[src/rtl/stump_control_pkg.sv]
// Shared encodings for the Stump control path: states, opcodes, ALU functions,
// branch conditions and NZVC flag positions.
package stump_definitions;

    localparam int DATA_W = 16;

    typedef enum logic [1:0] {
        FETCH   = 2'b00,
        EXECUTE = 2'b01,
        MEMORY  = 2'b10
    } state_t;

    typedef enum logic [2:0] {
        OP_ADD = 3'd0,
        OP_ADC = 3'd1,
        OP_SUB = 3'd2,
        OP_SBC = 3'd3,
        OP_AND = 3'd4,
        OP_OR  = 3'd5,
        OP_MEM = 3'd6,
        OP_BCC = 3'd7
    } opcode_t;

    localparam logic [2:0] FUNC_ADD = 3'd0;
    localparam logic [2:0] FUNC_ADC = 3'd1;
    localparam logic [2:0] FUNC_SUB = 3'd2;
    localparam logic [2:0] FUNC_SBC = 3'd3;
    localparam logic [2:0] FUNC_AND = 3'd4;
    localparam logic [2:0] FUNC_OR  = 3'd5;

    typedef enum logic [3:0] {
        COND_AL = 4'h0, COND_NV = 4'h1, COND_HI = 4'h2, COND_LS = 4'h3,
        COND_CC = 4'h4, COND_CS = 4'h5, COND_NE = 4'h6, COND_EQ = 4'h7,
        COND_VC = 4'h8, COND_VS = 4'h9, COND_PL = 4'hA, COND_MI = 4'hB,
        COND_GE = 4'hC, COND_LT = 4'hD, COND_GT = 4'hE, COND_LE = 4'hF
    } cond_t;

    localparam int FLAG_N = 3;
    localparam int FLAG_Z = 2;
    localparam int FLAG_V = 1;
    localparam int FLAG_C = 0;

    localparam logic [2:0] PC_REG = 3'd7;

    function automatic logic [15:0] sext5(input logic [4:0] v);
        return {{11{v[4]}}, v};
    endfunction

    function automatic logic [15:0] sext8(input logic [7:0] v);
        return {{8{v[7]}}, v};
    endfunction

endpackage

[src/rtl/stump_control_cond_eval.sv]
// Branch condition evaluator: decides whether a Bcc is taken from the held CC.
module stump_cond_eval
    import stump_definitions::*;
(
    input  logic [3:0] cond,
    input  logic [3:0] cc,
    output logic       taken
);

    logic n, z, v, c;

    always_comb begin
        n = cc[FLAG_N];
        z = cc[FLAG_Z];
        v = cc[FLAG_V];
        c = cc[FLAG_C];
        taken = 1'b0;
        case (cond_t'(cond))
            COND_AL: taken = 1'b1;
            COND_NV: taken = 1'b0;
            COND_HI: taken = !c && !z;
            COND_LS: taken = c || z;
            COND_CC: taken = !c;
            COND_CS: taken = c;
            COND_NE: taken = !z;
            COND_EQ: taken = z;
            COND_VC: taken = !v;
            COND_VS: taken = v;
            COND_PL: taken = !n;
            COND_MI: taken = n;
            COND_GE: taken = (n == v);
            COND_LT: taken = (n != v);
            COND_GT: taken = !z && (n == v);
            COND_LE: taken = z || (n != v);
            default: taken = 1'b0;
        endcase
    end

endmodule

[src/rtl/stump_control.sv]
// Stump control unit: instruction/CC registers, fetch-execute-memory sequencer
// and Moore decode of ALU, register-bank and memory controls.
module stump_control
    import stump_definitions::*;
#(
    parameter logic [1:0] RESET_STATE = 2'b00,
    parameter int         DATA_W      = 16
) (
    input  logic              clk,
    input  logic              rst,
    input  logic [DATA_W-1:0] mem_rdata,
    input  logic [3:0]        alu_flags,
    output logic              fetch,
    output logic              execute,
    output logic              memory,
    output logic [DATA_W-1:0] ir,
    output logic [2:0]        func,
    output logic              c_in,
    output logic              opB_sel,
    output logic [DATA_W-1:0] imm,
    output logic [2:0]        srcA,
    output logic [2:0]        srcB,
    output logic [1:0]        shift_op,
    output logic              reg_write,
    output logic [2:0]        write_addr,
    output logic              pc_inc,
    output logic              addr_ld,
    output logic              mem_ren,
    output logic              mem_wen,
    output logic [3:0]        cc
);

    state_t      state_reg, state_next;
    logic [15:0] ir_reg;
    logic [3:0]  cc_reg;
    logic        cc_load;

    opcode_t     opcode;
    logic        is_imm, s_bit, is_alu, taken;
    logic [2:0]  dst;

    assign opcode = opcode_t'(ir_reg[15:13]);
    assign is_imm = ir_reg[12];
    assign s_bit  = ir_reg[11];
    assign dst    = ir_reg[10:8];
    assign is_alu = (opcode != OP_MEM) && (opcode != OP_BCC);

    stump_cond_eval u_cond_eval (
        .cond  (ir_reg[11:8]),
        .cc    (cc_reg),
        .taken (taken)
    );

    always_ff @(posedge clk) begin
        if (rst) begin
            state_reg <= state_t'(RESET_STATE);
            ir_reg    <= '0;
            cc_reg    <= '0;
        end else begin
            state_reg <= state_next;
            if (state_reg == FETCH)
                ir_reg <= mem_rdata[15:0];
            if (cc_load)
                cc_reg <= alu_flags;
        end
    end

    always_comb begin
        state_next = FETCH;
        cc_load    = 1'b0;
        func       = FUNC_ADD;
        c_in       = 1'b0;
        opB_sel    = 1'b0;
        imm        = (opcode == OP_BCC) ? sext8(ir_reg[7:0]) : sext5(ir_reg[4:0]);
        srcA       = ir_reg[7:5];
        srcB       = ir_reg[4:2];
        shift_op   = 2'b00;
        reg_write  = 1'b0;
        write_addr = dst;
        pc_inc     = 1'b0;
        addr_ld    = 1'b0;
        mem_ren    = 1'b0;
        mem_wen    = 1'b0;

        case (state_reg)
            FETCH: begin
                pc_inc     = 1'b1;
                state_next = EXECUTE;
            end
            EXECUTE: begin
                if (is_alu) begin
                    func      = ir_reg[15:13];
                    opB_sel   = is_imm;
                    c_in      = ((opcode == OP_ADC) || (opcode == OP_SBC)) ? cc_reg[FLAG_C] : 1'b0;
                    shift_op  = is_imm ? 2'b00 : ir_reg[1:0];
                    reg_write = 1'b1;
                    cc_load   = s_bit;
                end else if (opcode == OP_MEM) begin
                    opB_sel    = is_imm;
                    addr_ld    = 1'b1;
                    state_next = MEMORY;
                end else begin
                    // Branch target is PC + offset, computed through the ALU.
                    srcA       = PC_REG;
                    opB_sel    = 1'b1;
                    reg_write  = taken;
                    write_addr = PC_REG;
                end
            end
            MEMORY: begin
                if (s_bit) begin
                    mem_wen = 1'b1;
                    srcA    = dst;
                end else begin
                    mem_ren   = 1'b1;
                    reg_write = 1'b1;
                end
            end
            default: state_next = FETCH;
        endcase

        // Reset wins mid-cycle: suppress every side-effecting strobe.
        if (rst) begin
            cc_load   = 1'b0;
            reg_write = 1'b0;
            pc_inc    = 1'b0;
            addr_ld   = 1'b0;
            mem_ren   = 1'b0;
            mem_wen   = 1'b0;
        end
    end

    assign fetch   = (state_reg == FETCH);
    assign execute = (state_reg == EXECUTE);
    assign memory  = (state_reg == MEMORY);
    assign ir      = ir_reg;
    assign cc      = cc_reg;

endmodule

[config.mk]
export PLATFORM = sky130hd
export DESIGN_NAME = stump_control
export DESIGN_NICKNAME = d
export VERILOG_FILES = /design/src/rtl/stump_control_pkg.sv /design/src/rtl/stump_control_cond_eval.sv /design/src/rtl/stump_control.sv
export SDC_FILE = /design/constraint.sdc
export NUM_CORES = 1
export LEC_CHECK = 0
export CAP_MARGIN = 15
export CORE_MARGIN = 2
export CORE_UTILIZATION = 41
export CTS_CLUSTER_SIZE = 25
export DETAILED_ROUTE_END_ITERATION = 10
export HOLD_SLACK_MARGIN = 0.06
export PLACE_DENSITY = 0.95
export REMOVE_ABC_BUFFERS = 1
export SLEW_MARGIN = 10
export SYNTH_ARGS = -nofsm -noshare
export SYNTH_HDL_FRONTEND = slang
export SYNTH_HIERARCHICAL = 1
export SYNTH_SLANG_ARGS = --single-unit
[constraint.sdc]
create_clock -name clk -period 4.75 [get_ports clk]
set_input_delay 0.95 -clock clk [delete_from_list [all_inputs] [get_ports clk]]
set_output_delay 0.95 -clock clk [all_outputs]
set_load 0.1 [all_outputs]
---- Word level (Yosys, flattened, before mapping) ----
Cells that the tools add are included.
word-level totals
  output and inout port bits .............. 60
  register bits ........................... 22
  input bits .............................. 22
  logic and storage cells ................. 82
cells by class
  reduce and logical (&&, ||, !) cells .... 12
  equal/unequal tests ..................... 25
  muxes and demuxes ....................... 42
operators by type and width
  kind                count
  $eq 4x4->1 const B  8
  $mux 1              24
  $mux 3              8
  $eq 4x3->1 const B  4
  $mux 16             1
  $pmux 1 s16         1
  $mux 2              5
  $eq 4x2->1 const B  2
  $eq 3x3->1 const B  2
  $ne 3x3->1 const B  2
  $pmux 3 s2          1
  $eq 4x1->1 const B  1
  $logic_not 1->1     4
  $logic_not 4->1     1
  $pmux 2 s2          1
  $eq 3x1->1 const B  1
  $eq 3x2->1 const B  1
  $logic_and 1x1->1   3
  $logic_or 1x1->1    3
  $eq 2x1->1 const B  1
  $eq 2x2->1 const B  1
  $logic_not 2->1     1
  $pmux 1 s2          1
  $eq 1x1->1          1
  $ne 1x1->1          1

---- Logic depth before layout (Yosys ltp) ----
Gate-level depths: netlist (run 1).
  depth in word-level cells ............... 7
  mapped depth ............................ 7
  mapped depth without buffers ............ 6

---- Hierarchy ----
Netlist (run 1), hierarchy kept.
by module, submodules not included
  module           instances  cells an instance  area each (µm²)  seq. area each (µm²)
  stump_control    1          134                1,231.2          440.4
  stump_cond_eval  1          26                 195.2            0.0

---- Worst setup path before layout (run 1) ----
No wires, ideal clock.
  path type ............................... register -> output
  start ................................... register state_reg[1]
  end ..................................... output port addr_ld
  cell stages (with the launch flop) ...... 5
  arrival ................................. 4,626 ps
  path slack .............................. -826 ps
  cell sequence ........................... dfxtp_1 > inv_1 > ha_1 > buf_4 > nor4b_1
on the way
  word-level cells in the longest chain between the ends .. 3
RTL lines
  element                 RTL line              source
  start, declared         stump_control.sv:33   state_t state_reg, state_next;
  start signal, assigned  stump_control.sv:56   state_reg <= state_t'(RESET_STATE);
  start signal, assigned  stump_control.sv:60   state_reg <= state_next;
  $eq 2x1->1              --
  net execute             stump_control.sv:14   output logic execute,
  $mux 1                  stump_control.sv:85   case (state_reg)
  $mux 1                  stump_control.sv:123  if (rst) begin
  end, declared           stump_control.sv:27   output logic addr_ld,
The timed path passes the listed nets, and every way through them passes these cells.

---- Final worst setup path (run 1) ----
  start ................................... register state_reg[1]
  end ..................................... output port write_addr[0]
on the way
  word-level cells in the longest chain between the ends .. 2
RTL lines
  element        RTL line             source
  $eq 2x1->1     stump_control.sv:85
  $mux 3         stump_control.sv:85
  end, declared  stump_control.sv:25  output logic [2:0] write_addr,
Every way passes these cells.

==> results of run 1 <==
==> area by class of cell <==
| type | count | area (um^2) | share of cell area, % |
|---|---|---|---|
| Clock buffer | 4 | 36.3 | 1.69 |
| Multi-Input combinational cell | 106 | 778 | 36.2 |
| Sequential cell | 22 | 440 | 20.5 |
| Timing Repair Buffer | 83 | 806 | 37.4 |
| Tap cell | 46 | 57.6 | 2.67 |
| Inverter | 9 | 33.8 | 1.57 |
==> metrics by stage <==
step	area (um^2)	power [mW]	util [%]	TNS (ns)
after CTS	2150	0.669	64.5	0
final	2150	0.664	64.5	0
after global placement	2120	0.563	63.4	0
after floorplan	1250	0.479	-	-145.17
after global routing	2150	0.689	64.5	0
after detailed placement	2120	0.567	63.4	0
==> Yosys cell counts (3+ instances only) <==
cell type and count:
nand2_1 9, xor2_1 4, buf_4 19, a21o_1 3, nand3_1 5, ha_1 3
o21ai_0 4, nor2_1 20, a21oi_1 5, dfxtp_1 22, nor2b_1 6, inv_1 9
mux2_4 4, mux2i_1 18
==> layer usage <==
| layer | vias to the layer above | GRT usage, % | routed length (um) |
|---|---|---|---|
| li1 | 653 | - | - |
| met2 | 67 | 32.4 | 1850 |
| met1 | 631 | 22.7 | 1510 |
| met5 | - | 0 | 0 |
| met3 | 4 | 5.59 | 375 |
| met4 | 0 | 9.17 | 40 |
==> where the power goes <==
| group | switching (mW) | leakage [nW] | total, mW | internal, mW |
|---|---|---|---|---|
| registers | 0.0183 | 0.181 | 0.214 | 0.196 |
| logic | 0.261 | 0.748 | 0.349 | 0.0877 |
| clock network | 0.0549 | 0.0210 | 0.102 | 0.0468 |
==> worst max-delay path: cells and delay by family, from the launching register on <==
family        cells  cell delay [ns]
fa+ha+maj         1             0.44
buf+inv           2             1.20
flops             1             0.35
simple gates      2             0.66
==> cells by family after synthesis <==
group / share of synthesized area, %
xor gates and xnor gates: 4.65
muxes: 16.8
DFF: 30.9
adders and majority gates: 2.63
buffers and inverters: 14.6
and+or+nand+nor: 21.7
AOI/OAI and AO/OA: 8.77
==> final timing paths <==
check                       end  depth (start not counted)               startpoint  slack (ns)
max               write_addr[0]                          5  state_reg[1]$_SDFF_PP0_        0.85
min reg2reg  ir[3]$_SDFFE_PP0P_                          2       ir[3]$_SDFFE_PP0P_        0.55
max reg2reg  cc[2]$_SDFFE_PP0P_                          4  state_reg[1]$_SDFF_PP0_        3.25
min          ir[3]$_SDFFE_PP0P_                          2       ir[3]$_SDFFE_PP0P_        0.55
==> impl_metrics.json, run 1 <==
{
  "final_net_count": 250,
  "htreeDepth": 1,
  "largest_reg_flops": 16,
  "status": "complete, no violations",
  "start_util_pct": 42.7,
  "dp.cells": 266,
  "avgSynthCellArea_um2": 8.91,
  "areaGrowthSynthToFinish_pct": 50.9,
  "first_global_vias": 1316,
  "n_antenna_cell": 0,
  "detail_route.vias_per_cell": 5.02,
  "ctsHoldBuffers": 0,
  "path_cells": "inv_1 -> ha_1 -> nand4_1 -> or2b_1 -> clkdlybuf4s50_1",
  "grt_antenna_before_repair": 0,
  "slowest_delay_ns": 1.12,
  "rsz0062_at_grt": "no",
  "numCtsBuffers": 3,
  "final_common_cell": "clkdlybuf4s50_1",
  "synth_edf_count": 0,
  "fillers": 282,
  "async_flop_share_pct": 0,
  "final_cell_mix": "clkdlybuf4s50_1 (73), dfxtp_1 (22), nor2_1 (20), mux2i_1 (18), buf_4 (10)",
  "required_ns": 3.80,
  "drt_first_pass_iters": 4,
  "antenna_left": 0,
  "design.core.area_um2": 3340,
  "grtUsageTotal_pct": 19.4,
  "initialDrtViolationCount": 43,
  "post_drt_wl_per_cell_um": 14.0,
  "io_buffers": 81,
  "synth_seq_area_share_pct": 30.9,
  "cts_sinks": 22,
  "totalWireLength_um": 3770,
  "preCtsSetupSlack_ns": 1.20,
  "fmax_mhz": 256,
  "clk_pin_slew_ns": 0.12,
  "endpoint_kind": "output port",
  "cts_tree": "yes",
  "ys_top_cells_by_area": "dfxtp_1 (31%), mux2i_1 (13%), buf_4 (10%)",
  "route.vias.total": 1355,
  "clk-insertion-delay-late_ns": 0.30,
  "post-cts-setup-buffer-count": 0,
  "dp_hpwl_um": 2880,
  "vdd_drop_max_mv": 0.203,
  "p_leak_nw": 0.950,
  "finalMaxSlewViolations": 0,
  "clock_path_buffers": 2,
  "powerDensity_nw_per_um2": 309,
  "grt_overflow": 0,
  "report.final.hold_viol_count": 0,
  "synth-main-ff-cell": "dfxtp_1",
  "worst_slack_ns": 0.851,
  "drive_gt1_share_pct": 9.38,
  "clock-root-buffer": "clkbuf_4",
  "synthesis.area_um2": 1430,
  "synth_warnings": 6,
  "timing.clock.skew_ns": 0.00124,
  "drv_cap": 0,
  "relSlewSlack_pct": 33.8,
  "dieArea_um2": 3970,
  "die_w_um": 63.0,
  "cp_data_arrival_time_ns": 2.95,
  "slowest_stage": "clkdlybuf4s50_1",
  "min_period_ns": 3.90,
  "instances_no_fill": 270,
  "grt_pass1_wl_um": 6200,
  "grt_max_degree": 19,
  "place.gp.congestion": 0.807,
  "die_h_um": 63.0,
  "ctsResizeCount": 0,
  "std_cell_rows": 21,
  "crit_fanout": 13,
  "worstHoldPathType": "reg -> reg",
  "tightest_slew_ns": 0.989,
  "drcViolationCount": 0,
  "fin_crit_sh_pct": 82.1,
  "critPathKind": "reg -> out",
  "synth_top_cell_by_area": "dfxtp_1",
  "syn_inst": 160,
  "setup-violations-final": 0,
  "synth.top_cell.area_share_pct": 30.9,
  "ys_ff_latch": 22,
  "timing.hold.ws_ns": 0.555,
  "worstSetupStartpointType": "flip-flop",
  "synthDistinctLibCells": 37,
  "io_pins": 82
}
(Power assumes the default switching activity.)
==> inputs of run 2 (changes only) <==
CORE_UTILIZATION = 38   (was 41)
PLACE_DENSITY = 0.89   (was 0.95)
clock period = 3.6 ns   (was 4.75 ns; I/O delays follow)
==> run 2 against run 1 <==
  * Global-route usage down 1.7 points
  * Combinational power up 31%
  * Worst setup slack worse by 0.39 ns
  * Sequential share of layout area about the same
  * Non-clock buffer count up 1
  * Via count down 2.0%
  * Clock power up 47%
  * Total power up 34%
  * Wire length down 3.4%
  * Clock skew about the same
  * Critical endpoint is now reg_write
  * Largest cell class unchanged
  * Largest power group unchanged
==> impl_metrics.json, run 2 (synthesized netlist as in run 1, its figures left out) <==
{
  "finalMaxSlewViolations": 0,
  "required_ns": 2.88,
  "drv_cap": 0,
  "clockPowerShare_pct": 16.8,
  "io_buffers": 81,
  "start_util_pct": 39.3,
  "worstHoldPathType": "reg -> reg",
  "crit_fanout": 12,
  "route.vias.total": 1328,
  "grt_max_degree": 26,
  "grt_antenna_before_repair": 0,
  "preCtsSetupSlack_ns": 0.758,
  "clk-insertion-delay-late_ns": 0.26,
  "p_leak_nw": 1.02,
  "setup-violations-final": 0,
  "swShare_pct": 49.9,
  "fillers": 343,
  "relSlewSlack_pct": 34.9,
  "place_area_um2": 2120,
  "fin_util_pct": 59.4,
  "endpoint_kind": "output port",
  "drcViolationCount": 0,
  "status": "complete, no violations",
  "drt_first_pass_iters": 4,
  "grt_overflow": 0,
  "pwr-share-seq_pct": 31.8,
  "post_drt_wl_per_cell_um": 13.4,
  "ctsResizeCount": 0,
  "p_sw_mw": 0.444,
  "post-cts-setup-buffer-count": 0,
  "cp_data_arrival_time_ns": 2.42,
  "largest_reg_flops": 16,
  "final_common_cell": "clkdlybuf4s50_1",
  "rsz0062_at_grt": "no",
  "worst_slack_ns": 0.463,
  "dieArea_um2": 4260,
  "critPathKind": "reg -> out",
  "n_antenna_cell": 0,
  "final_net_count": 251,
  "rrSetupSlack_ns": 2.09,
  "worstSetupStartpointType": "flip-flop",
  "vdd_drop_max_mv": 0.239,
  "report.final.hold_viol_count": 0,
  "areaGrowthSynthToFinish_pct": 51.2,
  "dp_hpwl_um": 2750,
  "drive_gt1_share_pct": 22.3,
  "grtUsageTotal_pct": 17.7,
  "cts_tree": "yes",
  "place.gp.congestion": 0.743,
  "final_cell_mix": "clkdlybuf4s50_1 (44), buf_4 (35), dfxtp_1 (22), nor2_1 (20), mux2i_1 (18)",
  "stdcell_area_um2": 2160,
  "die_h_um": 65.3,
  "totalWireLength_um": 3640,
  "first_global_vias": 1301,
  "fin_crit_sh_pct": 87.1,
  "cts_sinks": 22,
  "io_pins": 82,
  "antenna_left": 0,
  "grt_pass1_wl_um": 5900,
  "intPower_mw": 0.446,
  "initialDrtViolationCount": 63,
  "die_w_um": 65.3,
  "min_period_ns": 3.14,
  "detail_route.vias_per_cell": 4.88,
  "clk_pin_slew_ns": 0.07,
  "p_comb_share_pct": 51.4,
  "timing.hold.ws_ns": 0.553,
  "design.core.area_um2": 3630,
  "ctsHoldBuffers": 0,
  "clock_path_buffers": 2,
  "tightest_slew_ns": 0.974,
  "fmax_mhz": 319,
  "numCtsBuffers": 3,
  "total_power_mw": 0.890,
  "clock-root-buffer": "clkbuf_8",
  "powerDensity_nw_per_um2": 412,
  "timing.clock.skew_ns": 0.00151,
  "std_cell_rows": 22,
  "htreeDepth": 1
}
==> run 2: cell count changes in the layout (fill, tap and decap cells not counted), sizes merged <==
cell           previous run  this run
clkbuf                    4         3
buf                      10        40
clkdlybuf4s50            73        44
==> run 2: power by group through the flow <==
stage	sequential (mW)	clock, mW	combinational, mW
floorplan	0.427	0	0.205
finish	0.283	0.150	0.457
detailed placement	0.288	0	0.457
global placement	0.287	0	0.454
global route	0.286	0.166	0.471
CTS	0.283	0.153	0.459
==> run 2: metrics by stage <==
stage	cells	setup TNS, ns
2_1_floorplan	137	-158.80
3_3_place_gp	269	0
3_5_place_dp	269	0
4_1_cts	272	0
5_1_grt	272	0
6_report	272	0
==> run 2: final cells by class <==
type                       count  area (um^2)  share of cell area, %
timing repair buffer          84          803                   37.2
inverter                       9         33.8                   1.57
sequential                    22          440                   20.4
multi-input combinational    106          778                   36.1
tap                           48         60.1                   2.78
clock buffer                   3         41.3                   1.91
==> run 2: critical path, cell delays in order (launching register included) <==
cell,delay (ns)
dfxtp_1,0.59
xor2_1,0.23
mux2i_1,0.25
a221oi_1,0.12
o22ai_1,0.19
nand3_1,0.10
a311oi_1,0.44
buf_12,0.23
==> run 2: path summary, 6_finish.rpt <==
kind	from	endpoint	cells after the start
hold reg to reg	ir[7]$_SDFFE_PP0P_	ir[7]$_SDFFE_PP0P_	2
setup / recovery	ir[8]$_SDFFE_PP0P_	reg_write	7
setup reg to reg	state_reg[0]$_SDFF_PP0_	ir[5]$_SDFFE_PP0P_	5
hold / removal	ir[7]$_SDFFE_PP0P_	ir[7]$_SDFFE_PP0P_	2
==> run 2: layer usage <==
layer	global-route usage, %	wire [um]	vias up
li1	-	-	656
met1	22.2	1570	603
met2	29.3	1660	64
met3	4.28	358	5
met4	6.77	46	0
met5	0	0	-
